File: src/rtl/mem_access_pkg.sv
// -----------------------------------------------------------------------------
// mem_access_pkg
// Shared definitions for the RV32I memory stage:
//   - opcode width and the LOAD / STORE major opcodes
//   - funct3 size/sign encodings for loads and stores
//   - memory-stage FSM state encoding
//   - helpers that decode access size and misalignment from funct3 + lane
// -----------------------------------------------------------------------------
package mem_access_pkg;

    localparam int OPCODE_WIDTH = 7;

    localparam logic [OPCODE_WIDTH-1:0] LOAD_WORD  = 7'b0000011;
    localparam logic [OPCODE_WIDTH-1:0] STORE_WORD = 7'b0100011;

    // funct3 encodings
    localparam logic [2:0] F3_LB  = 3'b000;
    localparam logic [2:0] F3_LH  = 3'b001;
    localparam logic [2:0] F3_LW  = 3'b010;
    localparam logic [2:0] F3_LBU = 3'b100;
    localparam logic [2:0] F3_LHU = 3'b101;
    localparam logic [2:0] F3_SB  = 3'b000;
    localparam logic [2:0] F3_SH  = 3'b001;
    localparam logic [2:0] F3_SW  = 3'b010;

    typedef enum logic [1:0] {
        ST_IDLE = 2'd0,
        ST_REQ  = 2'd1,
        ST_WAIT = 2'd2
    } me_state_t;

    // Access size in bytes (1, 2 or 4). Any funct3 outside the defined
    // byte/half encodings is a full-word access.
    function automatic logic [2:0] access_bytes(input logic is_store,
                                                input logic [2:0] funct3);
        logic [2:0] bytes;
        bytes = 3'd4;
        if (is_store) begin
            if (funct3 == F3_SB)      bytes = 3'd1;
            else if (funct3 == F3_SH) bytes = 3'd2;
        end else begin
            if (funct3 == F3_LB || funct3 == F3_LBU)      bytes = 3'd1;
            else if (funct3 == F3_LH || funct3 == F3_LHU) bytes = 3'd2;
        end
        return bytes;
    endfunction

    function automatic logic is_misaligned(input logic [2:0] bytes,
                                           input logic [1:0] lane);
        return ((bytes == 3'd2) && lane[0]) || ((bytes == 3'd4) && (lane != 2'b00));
    endfunction

endpackage

File: src/rtl/mem_access_load_align.sv
// -----------------------------------------------------------------------------
// mem_access_load_align
// Combinational load formatter: selects the addressed byte/half lane of the
// returned bus word and sign- or zero-extends it according to funct3.
// Ports:
//   i_rdata  : raw word returned by the data bus
//   i_lane   : byte offset (address bits [1:0]) captured when the load started
//   i_funct3 : load size/sign encoding
//   o_value  : formatted value for the destination register
// -----------------------------------------------------------------------------
module mem_access_load_align
    import mem_access_pkg::*;
#(
    parameter int DWIDTH      = 32,
    parameter int FUNCT_WIDTH = 3
) (
    input  logic [DWIDTH-1:0]      i_rdata,
    input  logic [1:0]             i_lane,
    input  logic [FUNCT_WIDTH-1:0] i_funct3,
    output logic [DWIDTH-1:0]      o_value
);

    logic [DWIDTH-1:0] w_shifted;

    // Move the addressed lane down to bit 0 so one extension path serves all lanes.
    assign w_shifted = i_rdata >> {i_lane, 3'b000};

    always_comb begin
        o_value = i_rdata;
        case (i_funct3)
            F3_LB:   o_value = {{(DWIDTH-8){w_shifted[7]}}, w_shifted[7:0]};
            F3_LBU:  o_value = {{(DWIDTH-8){1'b0}}, w_shifted[7:0]};
            F3_LH:   o_value = {{(DWIDTH-16){w_shifted[15]}}, w_shifted[15:0]};
            F3_LHU:  o_value = {{(DWIDTH-16){1'b0}}, w_shifted[15:0]};
            default: o_value = i_rdata;
        endcase
    end

endmodule

File: src/rtl/mem_access.sv
// -----------------------------------------------------------------------------
// mem_access
// Memory stage of the 5-stage RV32I pipeline. Loads and stores become single
// pipelined-Wishbone transactions; everything else is registered straight
// through to writeback with one cycle of latency.
// Ports:
//   me_clk / me_rst          : clock, asynchronous active-low reset
//   me_i_*  (execute side)   : opcode, funct3, effective address, store data,
//                              rd address/data, write enable, valid
//   me_i_ce/stall/flush      : stage enable, writeback stall, flush request
//   me_o_stall               : holds upstream while a bus access is in flight
//   me_o_flush / me_o_ce     : registered flush copy and enable to writeback
//   me_o_wb_* / me_i_wb_*    : pipelined Wishbone master
//   me_o_* (writeback side)  : opcode, funct3, rd address/data, we, valid,
//                              misaligned flag
//   me_o_dbg_state           : current FSM state (debug visibility)
//
// Bus handshake: stb is a request that the slave takes on any edge where
// stb=1 and wb_stall=0; the request is then withdrawn. cyc stays high until
// the edge on which ack=1 is sampled, which also registers the result.
// -----------------------------------------------------------------------------
module mem_access
    import mem_access_pkg::*;
#(
    parameter int AWIDTH      = 5,
    parameter int DWIDTH      = 32,
    parameter int FUNCT_WIDTH = 3
) (
    input  logic                    me_clk,
    input  logic                    me_rst,
    input  logic [OPCODE_WIDTH-1:0] me_i_opcode,
    input  logic [FUNCT_WIDTH-1:0]  me_i_funct3,
    input  logic [DWIDTH-1:0]       me_i_alu_value,
    input  logic [DWIDTH-1:0]       me_i_data_rs2,
    input  logic [AWIDTH-1:0]       me_i_addr_rd,
    input  logic [DWIDTH-1:0]       me_i_data_rd,
    input  logic                    me_i_we_reg,
    input  logic                    me_i_valid,
    input  logic                    me_i_ce,
    input  logic                    me_i_stall,
    input  logic                    me_i_flush,
    output logic                    me_o_stall,
    output logic                    me_o_flush,
    output logic                    me_o_ce,
    output logic                    me_o_wb_cyc,
    output logic                    me_o_wb_stb,
    output logic                    me_o_wb_we,
    output logic [DWIDTH-1:0]       me_o_wb_addr,
    output logic [DWIDTH-1:0]       me_o_wb_data,
    output logic [3:0]              me_o_wb_sel,
    input  logic                    me_i_wb_ack,
    input  logic                    me_i_wb_stall,
    input  logic [DWIDTH-1:0]       me_i_wb_data,
    output logic [OPCODE_WIDTH-1:0] me_o_opcode,
    output logic [FUNCT_WIDTH-1:0]  me_o_funct3,
    output logic [AWIDTH-1:0]       me_o_addr_rd,
    output logic [DWIDTH-1:0]       me_o_data_rd,
    output logic                    me_o_we_reg,
    output logic                    me_o_valid,
    output logic                    me_o_misaligned,
    output logic [1:0]              me_o_dbg_state
);

    me_state_t               r_state;
    logic                    r_cyc;
    logic                    r_stb;
    logic                    r_we;
    logic [DWIDTH-1:0]       r_addr;
    logic [DWIDTH-1:0]       r_wdata;
    logic [3:0]              r_sel;
    logic [1:0]              r_lane;
    logic                    r_flush_pend;
    logic [OPCODE_WIDTH-1:0] r_opcode;
    logic [FUNCT_WIDTH-1:0]  r_funct3;
    logic [AWIDTH-1:0]       r_addr_rd;
    logic [DWIDTH-1:0]       r_data_rd;
    logic                    r_we_reg;
    logic                    r_valid;
    logic                    r_misaligned;
    logic                    r_flush;
    logic                    r_ce;

    logic                    w_is_load;
    logic                    w_is_store;
    logic [1:0]              w_lane;
    logic [2:0]              w_bytes;
    logic                    w_misaligned;
    logic [3:0]              w_sel;
    logic [DWIDTH-1:0]       w_wdata;
    logic                    w_stall;
    logic                    w_done;
    logic                    w_drop;
    logic [DWIDTH-1:0]       w_load_value;

    assign w_is_load    = (me_i_opcode == LOAD_WORD);
    assign w_is_store   = (me_i_opcode == STORE_WORD);
    assign w_lane       = me_i_alu_value[1:0];
    assign w_bytes      = access_bytes(w_is_store, me_i_funct3[2:0]);
    assign w_misaligned = is_misaligned(w_bytes, w_lane);
    assign w_stall      = (r_state != ST_IDLE);

    // Byte enables and lane-replicated store data; loads always read the
    // whole word and are formatted on return.
    always_comb begin
        w_sel   = 4'b1111;
        w_wdata = me_i_data_rs2;
        if (w_is_store) begin
            case (w_bytes)
                3'd1: begin
                    w_sel   = 4'b0001 << w_lane;
                    w_wdata = {4{me_i_data_rs2[7:0]}};
                end
                3'd2: begin
                    w_sel   = 4'b0011 << w_lane;
                    w_wdata = {2{me_i_data_rs2[15:0]}};
                end
                default: begin
                    w_sel   = 4'b1111;
                    w_wdata = me_i_data_rs2;
                end
            endcase
        end
    end

    // Completion: an ack counts in REQ only on the edge the request is taken.
    assign w_done = ((r_state == ST_REQ) && !me_i_wb_stall && me_i_wb_ack) ||
                    ((r_state == ST_WAIT) && me_i_wb_ack);
    // A flush seen at any point during the access discards its result.
    assign w_drop = r_flush_pend || me_i_flush;

    mem_access_load_align #(
        .DWIDTH      (DWIDTH),
        .FUNCT_WIDTH (FUNCT_WIDTH)
    ) u_load_align (
        .i_rdata  (me_i_wb_data),
        .i_lane   (r_lane),
        .i_funct3 (r_funct3),
        .o_value  (w_load_value)
    );

    always_ff @(posedge me_clk or negedge me_rst) begin
        if (!me_rst) begin
            r_state      <= ST_IDLE;
            r_cyc        <= 1'b0;
            r_stb        <= 1'b0;
            r_we         <= 1'b0;
            r_addr       <= '0;
            r_wdata      <= '0;
            r_sel        <= '0;
            r_lane       <= '0;
            r_flush_pend <= 1'b0;
            r_opcode     <= '0;
            r_funct3     <= '0;
            r_addr_rd    <= '0;
            r_data_rd    <= '0;
            r_we_reg     <= 1'b0;
            r_valid      <= 1'b0;
            r_misaligned <= 1'b0;
            r_flush      <= 1'b0;
            r_ce         <= 1'b0;
        end else begin
            r_flush <= me_i_flush;
            r_ce    <= me_i_ce && !w_stall && !me_i_flush;

            case (r_state)
                ST_IDLE: begin
                    if (me_i_flush) begin
                        r_opcode     <= '0;
                        r_funct3     <= '0;
                        r_addr_rd    <= '0;
                        r_data_rd    <= '0;
                        r_we_reg     <= 1'b0;
                        r_valid      <= 1'b0;
                        r_misaligned <= 1'b0;
                    end else if (me_i_stall) begin
                        // writeback is stalled: hold the presented result
                    end else if (me_i_ce) begin
                        r_opcode  <= me_i_opcode;
                        r_funct3  <= me_i_funct3;
                        r_addr_rd <= me_i_addr_rd;
                        // Bubbles (valid=0) never start a bus access.
                        if ((w_is_load || w_is_store) && me_i_valid) begin
                            if (w_misaligned) begin
                                r_data_rd    <= me_i_alu_value;
                                r_we_reg     <= 1'b0;
                                r_valid      <= 1'b1;
                                r_misaligned <= 1'b1;
                            end else begin
                                r_cyc        <= 1'b1;
                                r_stb        <= 1'b1;
                                r_we         <= w_is_store;
                                r_addr       <= {me_i_alu_value[DWIDTH-1:2], 2'b00};
                                r_sel        <= w_sel;
                                r_wdata      <= w_wdata;
                                r_lane       <= w_lane;
                                r_flush_pend <= 1'b0;
                                r_we_reg     <= 1'b0;
                                r_valid      <= 1'b0;
                                r_misaligned <= 1'b0;
                                r_state      <= ST_REQ;
                            end
                        end else begin
                            r_data_rd    <= me_i_data_rd;
                            r_we_reg     <= me_i_we_reg;
                            r_valid      <= me_i_valid;
                            r_misaligned <= 1'b0;
                        end
                    end else begin
                        r_we_reg     <= 1'b0;
                        r_valid      <= 1'b0;
                        r_misaligned <= 1'b0;
                    end
                end
                ST_REQ: begin
                    if (!me_i_wb_stall) begin
                        r_stb   <= 1'b0;
                        r_state <= w_done ? ST_IDLE : ST_WAIT;
                    end
                end
                ST_WAIT: begin
                    if (me_i_wb_ack) begin
                        r_state <= ST_IDLE;
                    end
                end
                default: r_state <= ST_IDLE;
            endcase

            if (w_stall && me_i_flush) begin
                r_flush_pend <= 1'b1;
            end

            if (w_done) begin
                r_cyc        <= 1'b0;
                r_flush_pend <= 1'b0;
                r_misaligned <= 1'b0;
                if (w_drop) begin
                    r_valid  <= 1'b0;
                    r_we_reg <= 1'b0;
                end else begin
                    r_valid   <= 1'b1;
                    r_we_reg  <= !r_we;
                    r_data_rd <= r_we ? '0 : w_load_value;
                end
            end
        end
    end

    assign me_o_stall      = w_stall;
    assign me_o_flush      = r_flush;
    assign me_o_ce         = r_ce;
    assign me_o_wb_cyc     = r_cyc;
    assign me_o_wb_stb     = r_stb;
    assign me_o_wb_we      = r_we;
    assign me_o_wb_addr    = r_addr;
    assign me_o_wb_data    = r_wdata;
    assign me_o_wb_sel     = r_sel;
    assign me_o_opcode     = r_opcode;
    assign me_o_funct3     = r_funct3;
    assign me_o_addr_rd    = r_addr_rd;
    assign me_o_data_rd    = r_data_rd;
    assign me_o_we_reg     = r_we_reg;
    assign me_o_valid      = r_valid;
    assign me_o_misaligned = r_misaligned;
    assign me_o_dbg_state  = r_state;

endmodule

File: config.mk
export PLATFORM = sky130hd
export DESIGN_NAME = mem_access
export DESIGN_NICKNAME = d
export VERILOG_FILES = /design/src/rtl/mem_access_pkg.sv /design/src/rtl/mem_access_load_align.sv /design/src/rtl/mem_access.sv
export SDC_FILE = /design/constraint.sdc
export NUM_CORES = 1
export LEC_CHECK = 0
export CAP_MARGIN = 10
export CORE_ASPECT_RATIO = 2
export CORE_MARGIN = 5
export CORE_UTILIZATION = 47
export CTS_BUF_LIST = sky130_fd_sc_hd__clkbuf_16
export CTS_CLUSTER_DIAMETER = 120
export DETAILED_ROUTE_END_ITERATION = 7
export GPL_TIMING_DRIVEN = 1
export PLACE_DENSITY_LB_ADDON = 0.3
export REMOVE_ABC_BUFFERS = 1
export SETUP_SLACK_MARGIN = 0.5
export SLEW_MARGIN = 20
export SYNTH_ARGS = -nofsm -noshare
export SYNTH_HDL_FRONTEND = slang
export SYNTH_SLANG_ARGS = --single-unit
File: constraint.sdc
create_clock -name me_clk -period 4.7 [get_ports me_clk]
set_input_delay 1.175 -clock me_clk [delete_from_list [all_inputs] [get_ports me_clk]]
set_output_delay 1.175 -clock me_clk [all_outputs]
set_load 0.005 [all_outputs]
== After elaboration in Yosys (flattened, before gate mapping) ==
Index checks and enable logic that the tools add are counted.

* Bits in registers: 126
* Latch bits: 0
* Memory bits (writable): 0
* Bits in read-only memories: 0
* Input port bits: 152
* Output and inout port bits: 126
* Logic and storage cells: 166
* Memories kept: 0

* Add/sub/neg operators: 0
* $mul: 0
* Divide/modulo/power cells: 0
* Order comparisons: 0
* Equality and inequality tests: 28
* Shift operators: 3
* Mux-type cells: 75
* Bitwise logic cells: 3
* Reduce and logical (&&, ||, !) cells: 39

{| class="wikitable"
|+ Operators by type and width
! kind !! count
|-
| $mux 32 || 10
|-
| $pmux 32 s4 || 1
|-
| $pmux 32 s2 || 1
|-
| $mux 1 || 37
|-
| $shr 32x5->16 || 1
|-
| $mux 3 || 8
|-
| $mux 7 || 3
|-
| $reduce_and 6->1 || 3
|-
| $mux 2 || 8
|-
| $eq 3x3->1 const B || 5
|-
| $mux 5 || 3
|-
| $ne 2x2->1 const B || 7
|-
| $reduce_and 7->1 || 2
|-
| $reduce_bool 2->1 || 7
|-
| $ne 3x1->1 const B || 4
|-
| $eq 3x1->1 const B || 3
|-
| $logic_and 1x1->1 || 9
|-
| $reduce_bool 3->1 || 3
|-
| $ne 2x1->1 const B || 4
|-
| $pmux 4 s2 || 1
|-
| $eq 7x2->1 const B || 1
|-
| $eq 7x6->1 const B || 1
|-
| $logic_not 3->1 || 2
|-
| $logic_or 1x1->1 || 6
|-
| 13 further kinds || 18
|}

== Depth between registers and ports, before layout ==
Gate-level depths: netlist of run 1.

* Depth in word-level cells: 16
* Mapped depth: 8
* Depth with buffers taken out: 6

== Cells and area by module ==
From an unflattened synthesis of run 1, not the netlist that was laid out.

* Cells, all modules: 790
* Area total of the unflattened synthesis: 6,862.8 µm²

{| class="wikitable"
|+ Modules (own cells, without submodules)
! module !! times used !! cells an instance !! area an instance (µm²) !! sequential area each (µm²)
|-
| mem_access || 1 || 668 || 6,165.9 || 3,153.0
|-
| mem_access_load_align || 1 || 122 || 696.9 || 0.0
|}

== Worst setup path before layout of run 1 ==
Ideal clock, no wire load.

* Path type: in2reg
* Start: input me_i_opcode[2]
* End: register r_data_rd[25], in the netlist me_o_data_rd[25]
* Arrival: 2,570 ps
* Data required time: 4,572 ps
* Path slack: 2,002 ps
* Stages on the path: 7
* Buffers on the path: 2
* Cell sequence: nor4bb_1 buf_4 nand3_4 buf_6 or4_4 a31oi_1 o22ai_1

* Longest elaborated chain between the ends: 13
* Elaborated cells between the ends (all ways): 18
* Classes of those cells: 4 x eq/ne; 9 x mux; 5 x reduce/logical

{| class="wikitable"
|+ RTL lines
! item !! RTL line !! source
|-
| from (decl) || mem_access.sv:31 || <nowiki>input logic [OPCODE_WIDTH-1:0] me_i_opcode,</nowiki>
|-
| $eq 7x6->1 || mem_access.sv:96 || <nowiki>assign w_is_store = (me_i_opcode == STORE_WORD);</nowiki>
|-
| $mux 3 || mem_access_pkg.sv:38 || <nowiki>if (is_store) begin</nowiki>
|-
| $eq 3x2->1 or $eq 3x3->1 (tied branches) || mem_access_pkg.sv:50 || <nowiki>return ((bytes == 3'd2) && lane[0]) || ((bytes == 3'd4) && (lane != 2'b00));</nowiki>
|-
| $logic_and 1x1->1 || mem_access_pkg.sv:50 ||
|-
| $logic_or 1x1->1 || mem_access_pkg.sv:50 ||
|-
| $mux 32 || mem_access.sv:183 || <nowiki>if (w_misaligned) begin</nowiki>
|-
| $mux 32 (*) || mem_access.sv:182 || <nowiki>if ((w_is_load || w_is_store) && me_i_valid) begin</nowiki>
|-
| $mux 32 (*) || mem_access.sv:177 || <nowiki>end else if (me_i_ce) begin</nowiki>
|-
| $mux 32 (*) || mem_access.sv:175 || <nowiki>end else if (me_i_stall) begin</nowiki>
|-
| $mux 32 (*) || mem_access.sv:167 || <nowiki>if (me_i_flush) begin</nowiki>
|-
| $mux 32 (*) || mem_access.sv:165 || <nowiki>case (r_state)</nowiki>
|-
| $mux 32 || mem_access.sv:236 || <nowiki>if (w_drop) begin</nowiki>
|-
| $mux 32 (*) || mem_access.sv:232 || <nowiki>if (w_done) begin</nowiki>
|-
| to (signal assigned) || mem_access.sv:184 || <nowiki>r_data_rd <= me_i_alu_value;</nowiki>
|-
| to (signal assigned) || mem_access.sv:203 || <nowiki>r_data_rd <= me_i_data_rd;</nowiki>
|-
| to (signal assigned) || mem_access.sv:242 || <nowiki>r_data_rd <= r_we ? '0 : w_load_value;</nowiki>
|-
| to (decl) || mem_access.sv:76 || <nowiki>logic [DWIDTH-1:0] r_data_rd;</nowiki>
|}

Mark *: on every way between the ends. The rest lies on a longest branch, timed or not.
A chain may end at the register's enable or synchronous reset.

== Worst setup path in the final report of run 1 ==
* Start: input me_i_opcode[0]
* End: register r_sel[1], in the netlist me_o_wb_sel[1]

* Longest elaborated chain between the ends: 7
* Elaborated cells between the ends (all ways): 15
* Classes of those cells: 5 x eq/ne; 3 x mux; 1 x bitwise; 6 x reduce/logical

{| class="wikitable"
|+ RTL lines
! item !! RTL line !! source
|-
| $eq 7x6->1 || mem_access.sv:96 ||
|-
| $mux 3 || mem_access_pkg.sv:38 ||
|-
| $eq 3x2->1 or $eq 3x3->1 (tied branches) || mem_access_pkg.sv:50, mem_access.sv:108 ||
|-
| $logic_and 1x1->1 || mem_access_pkg.sv:50 ||
|-
| $logic_or 1x1->1 || mem_access_pkg.sv:50 ||
|-
| $not 1->1 (no source line) || n/a ||
|-
| $reduce_and 6->1 (no source line) || n/a ||
|-
| to (signal assigned) || mem_access.sv:193 || <nowiki>r_sel <= w_sel;</nowiki>
|-
| to (decl) || mem_access.sv:70 || <nowiki>logic [3:0] r_sel;</nowiki>
|}

Several ways; a longest one is shown, not always the timed one.

==> flow_summary_export.csv, run 1 <==
group,metric,value,unit
power_and_ir_drop,powerDensity,278.3,nW/um^2
placed_design,post-dp-hpwl,17980,um
route,dr.pass1.iters,5,
worst_setup_path,cp_top_family,"simple AND/OR/NAND/NOR gates",
yosys,synth-edff-count,0,
finish,final_nets,1151,
power_and_ir_drop,vdd.ir_drop.worst,241.5,uV
sta,setup_tns,0,ns
sta,fin_worst_skew,0.009851,ns
global_routing,grtUsageTotal,0.2936,
sta,slew_headroom,0.3654,
cts,h-tree-depth,4,
worst_setup_path,crit_path_cell_trace,"clkdlybuf4s50_1 -> nor4bb_2 -> buf_4 -> and3_1 -> and3_2 -> buf_12 -> o211ai_1 -> o21a_1",
sta,rsz0062_at_grt,"no",
worst_setup_path,path_max_fanout,42,
placed_design,dp.cells,1169,
sta,worstMarginPinSlew,0.9519,ns
sta,maxSlewViolCount,0,
global_routing,gr-total-overflow,0,
sta,fin_crit_sh,0.7519,
yosys,netlist_top_cells_area,"dfrtp_1, nand2_1, a21oi_1",
run_status,run_status,"complete, no violations",
route,vias_per_cell,5.783,
worst_setup_path,critPathKind,"primary input to register",
finish,diodes,0,
worst_setup_path,crit_required,5.00,ns
die,ios,278,
finish,instances_no_fill,1200,
cts,cts_root_buf,"clkbuf_16",
die,die_y,177.1,um
yosys,synth_area,6560,um^2
yosys,synthDominantCellAreaShare,0.4806,
cts,clockBufferDepth,2,
yosys,ys_async_sr_fraction,1.000,
global_routing,grt_pass1_wl,37650,um
worst_setup_path,crit_slowest_cell,"and3_2",
job,maxCapViolCount,0,
yosys,synthMostInstantiatedCell,"nand2_1",
cts,postCtsSetupBuffers,0,
placed_design,portBuffers,275,
global_routing,grt_max_degree,92,
sta,hold_violations,0,
cts,cts.sinks,126,
yosys,synth.top_cells.by_count,"nand2_1, dfrtp_1, a21oi_1",
yosys,synth_top_cell_by_area,"dfrtp_1",
worst_setup_path,crit_buf_inv,3,
cts,path_clk_slew,0.06,ns
worst_setup_path,reg2reg_depth,8,
yosys,ys_types,51,
worst_setup_path,endpoint_kind,"register",
min_path,hold_path_depth,2,
global_routing,grt_pass1_vias,7042,
route,drc,0,
finish,final_util,0.7228,
cts,numCtsBuffers,17,
cts,cts_tree,"done",
finish,layout-drive-gt1-share,0.06627,
global_routing,antenna_found_initial,0,
yosys,yosys_warnings,0,
cts,post_cts_resized,0,
power_and_ir_drop,p_leak,4.352,nW
worst_setup_path,cpPeakStageDelay,0.61,ns
yosys,syn_avg_cell_area,8.829,um^2
route,routed_wl,24410,um
yosys,synth-seq-cells,126,
worst_setup_path,arrival,3.84,ns
die,rows,61,
sta,hold_slack,0.4697,ns
finish,num-fill-cells,1106,
die,die_x,93.54,um
die,dieArea,16560,um^2
route,ant_nets,0,
yosys,synthCells,743,
die,coreArea,13810,um^2
placed_design,gp_congestion,0.9161,
route,wire_per_inst,20.34,um
cts,cts_hold_buffers,0,
sta,clock.fmax,0.2830,GHz
sta,period_needed,3.534,ns
yosys,seq_area_frac_synth,0.4806,
worst_setup_path,start_kind,"primary input",
yosys,synth_ff_type,"dfrtp_1",
route,num_vias,6939,
die,initial_core_util,0.4749,
worst_setup_path,crit_cells,8,
cts,clk_latency,0.42,ns
finish,area_delta_synth_final,52.20,%
min_path,hp-class,"register to register",
sta,setup_viol,0,
route,drt_iter0_markers,468,
-- report_power, final --
part	internal [W]	switching [W]	total, W
combinational	0.000234	0.000184	0.000417
sequential	0.00112	0.0000250	0.00114
clock	0.000713	0.000504	0.00122
-- path summary, 6_finish.rpt --
check	start	endpoint	slack, ns
worst min-delay path	me_o_wb_addr[9]	me_o_wb_addr[9]	0.47
worst min register to register	me_o_wb_addr[9]	me_o_wb_addr[9]	0.47
worst max register to register	me_o_dbg_state[0]	me_o_wb_sel[1]	2.01
worst max-delay path	me_i_opcode[0]	me_o_wb_sel[1]	1.17
max in group asynchronous	me_rst	me_o_data_rd[10]	3.03
min in group asynchronous	me_rst	me_o_wb_data[27]	0.84
-- logic make-up after synthesis --
| family | share of synthesized area |
|---|---|
| AND/OR/NAND/NOR | 0.1911 |
| buffers and inverters | 0.04578 |
| multiplexers | 0.03395 |
| flip-flops | 0.4806 |
| other | 0.0005716 |
| AO/OA/AOI/OAI | 0.2480 |
-- cells in the final DEF, fill, tap and decap left out, drive strengths merged, types with 20 or more instances in the layout --
cell type / n
mux2i: 20
nand2: 175
o21ai: 40
o22ai: 33
a21oi: 55
dfrtp: 126
nor2: 54
clkdlybuf4s50: 274
a31oi: 22
-- final cells by class --
type                            instances  area [um^2]  share of cell area
Sequential cell                       126         3153              0.3158
Tap cell                              189        236.5             0.02368
Clock buffer                           17        425.4             0.04261
Multi-Input combinational cell        551         3127              0.3132
Timing Repair Buffer                  292         2894              0.2898
Inverter                               11        41.29            0.004135
Clock inverter                         14        107.6             0.01078
-- routing by layer --
layer | vias up | track usage | share of wire | wire (um)
met4 | 0 | 0.1585 | 0.051 | 1250
met5 | - | 0 | 0 | 0
met2 | 373 | 0.5064 | 0.52 | 12780
met3 | 85 | 0.06723 | 0.073 | 1792
li1 | 3179 | - | - | -
met1 | 3302 | 0.3310 | 0.35 | 8582
-- per-stage QoR --
step,instance area (um^2),setup slack [ns],total power (W)
finish,9985,1.166,0.002778
global route,9985,1.045,0.002865
CTS,9985,1.216,0.002785
detailed placement,9452,0.7921,0.001576
global placement,9452,0.8386,0.001571
floorplan,6305,0.3017,0.001282
-- worst min-delay path: stages (launching register included) --
cell and delay (ns):
dfrtp_1 0.34, nand2_1 0.05, nand2_1 0.05
(Power assumes the default switching activity.)
==> run 2, diff against run 1 <==
CORE_UTILIZATION = 43   (was 47)
clock period = 3.5 ns   (was 4.7 ns; I/O delays follow)
==> flow_summary_export.csv, run 2 (synthesis gave the netlist of run 1 again) <==
group,metric,value,unit
sta,hold_violations,0,
global_routing,grt_max_degree,67,
worst_setup_path,crit_required,3.83,ns
global_routing,gr-total-overflow,0,
finish,layout_commonest_cell,"clkdlybuf4s50_1",
cts,path_clk_slew,0.06,ns
sta,fin_crit_sh,0.8201,
worst_setup_path,arrival,3.20,ns
route,vias_per_cell,5.693,
worst_setup_path,crit_slowest_cell,"a21oi_2",
finish,final_nets,1160,
die,rows,64,
placed_design,placed_area,9547,um^2
route,drt_iter0_markers,460,
placed_design,gp_congestion,0.8694,
job,maxCapViolCount,0,
cts,cts_tree,"done",
die,coreArea,15130,um^2
route,routed_wl,24300,um
finish,diodes,0,
sta,slew_headroom,0.3373,
run_status,run_status,"complete, no violations",
power_and_ir_drop,p_leak,4.402,nW
cts,postCtsSetupBuffers,0,
power_and_ir_drop,powerDensity,373.7,nW/um^2
finish,layout-drive-gt1-share,0.07835,
global_routing,grt_pass1_vias,7144,
cts,clk_latency,0.41,ns
finish,fin_area,10120,um^2
placed_design,post-dp-hpwl,17750,um
worst_setup_path,start_kind,"primary input",
sta,clock.fmax,0.3484,GHz
cts,cts_root_buf,"clkbuf_16",
global_routing,antenna_found_initial,0,
sta,finalWorstSetupSlack,0.6298,ns
die,die_x,97.34,um
cts,h-tree-depth,4,
power_and_ir_drop,vdd.ir_drop.worst,362.1,uV
route,drc,0,
finish,area_delta_synth_final,54.21,%
power_and_ir_drop,totalPowerFinal,0.003780,W
cts,clockBufferDepth,2,
cts,numCtsBuffers,17,
sta,worstMarginPinSlew,0.9940,ns
sta,rsz0062_at_grt,"yes",
sta,maxSlewViolCount,0,
worst_setup_path,crit_top_cell,"buf_4",
route,wire_per_inst,19.94,um
cts,cts_hold_buffers,0,
sta,setup_viol,0,
global_routing,grtUsageTotal,0.2692,
global_routing,grt_pass1_wl,38780,um
worst_setup_path,cpPeakStageDelay,0.69,ns
cts,cts.sinks,126,
placed_design,place_ws,0.1836,ns
die,die_y,184.7,um
route,dr.pass1.iters,5,
placed_design,portBuffers,275,
die,dieArea,17980,um^2
worst_setup_path,endpoint_kind,"register",
finish,layout_common_cells,"clkdlybuf4s50_1, nand2_1, dfrtp_1",
die,ios,278,
route,num_vias,6940,
min_path,hp-class,"register to register",
worst_setup_path,path_max_fanout,18,
worst_setup_path,critPathKind,"primary input to register",
sta,fin_worst_skew,0.004988,ns
route,ant_nets,0,
worst_setup_path,crit_path_cell_trace,"clkdlybuf4s50_1 -> nor4bb_2 -> buf_4 -> and3_2 -> buf_4 -> a21oi_2 -> a41oi_1 -> o22ai_1",
sta,period_needed,2.870,ns
die,initial_core_util,0.4334,
[run 2: repair_timing]
| action | in CTS | in global routing |
|---|---|---|
| endpoints found under the hold margin | 0 | 0 |
| resized for setup | 0 | 2 |
| setup endpoints to repair | 0 | 18 |
[run 2: path summary, 6_finish.rpt]
check	from	end	slack, ns	cells past startpoint
max in group asynchronous	me_rst	me_o_wb_data[11]	2.29	2
max reg2reg	me_o_dbg_state[0]	me_o_data_rd[11]	1.19	6
max	me_i_opcode[0]	me_o_data_rd[15]	0.63	8
min reg2reg	me_o_wb_addr[13]	me_o_wb_addr[13]	0.47	2
min	me_o_wb_addr[13]	me_o_wb_addr[13]	0.47	2
min in group asynchronous	me_rst	me_o_wb_addr[5]	0.49	1
[run 2: metrics by stage]
| step | TNS (ns) | hold WS, ns | utilization | std cells |
|---|---|---|---|---|
| floorplan | -30.55 | 0.4697 | - | 688 |
| detailed placement | 0 | 0.4613 | 0.6308 | 1186 |
| finish | 0 | 0.4746 | 0.6684 | 1219 |
| global route | 0 | 0.4994 | 0.6684 | 1219 |
| CTS | 0 | 0.4786 | 0.6675 | 1218 |
| global placement | 0 | 0.4583 | 0.6308 | 1186 |
[run 2: worst max-delay path: cells and delay by family]
kind / cells / cell delay [ns]
buf+inv: 3 / 0.78
compound gates: 3 / 1.09
simple gates: 2 / 0.44
[run 2: layout make-up]
cell class                 instances  area [um^2]
clock buffer                      17        425.4
clock inverter                    15        130.1
fill                            1181         5019
inverter                          11        41.29
multi-input combinational        552         3152
sequential                       126         3153
tap                              198        247.7
timing repair buffer             300         2967
[run 2: layer usage]
metal / vias to the layer above / wire length [um] / global-route usage
met1: 3351 / 9624 / 0.3401
li1: 3208 / - / -
met4: 0 / 627 / 0.09540
met5: - / 0 / 0
met2: 342 / 11770 / 0.4419
met3: 39 / 2280 / 0.07803
[run 2: report_power, final]
group          switching, W  internal (W)  leakage [nW]
clock network      0.000647       0.00103         0.268
logic              0.000251      0.000317          2.41
registers         0.0000332       0.00150          1.73
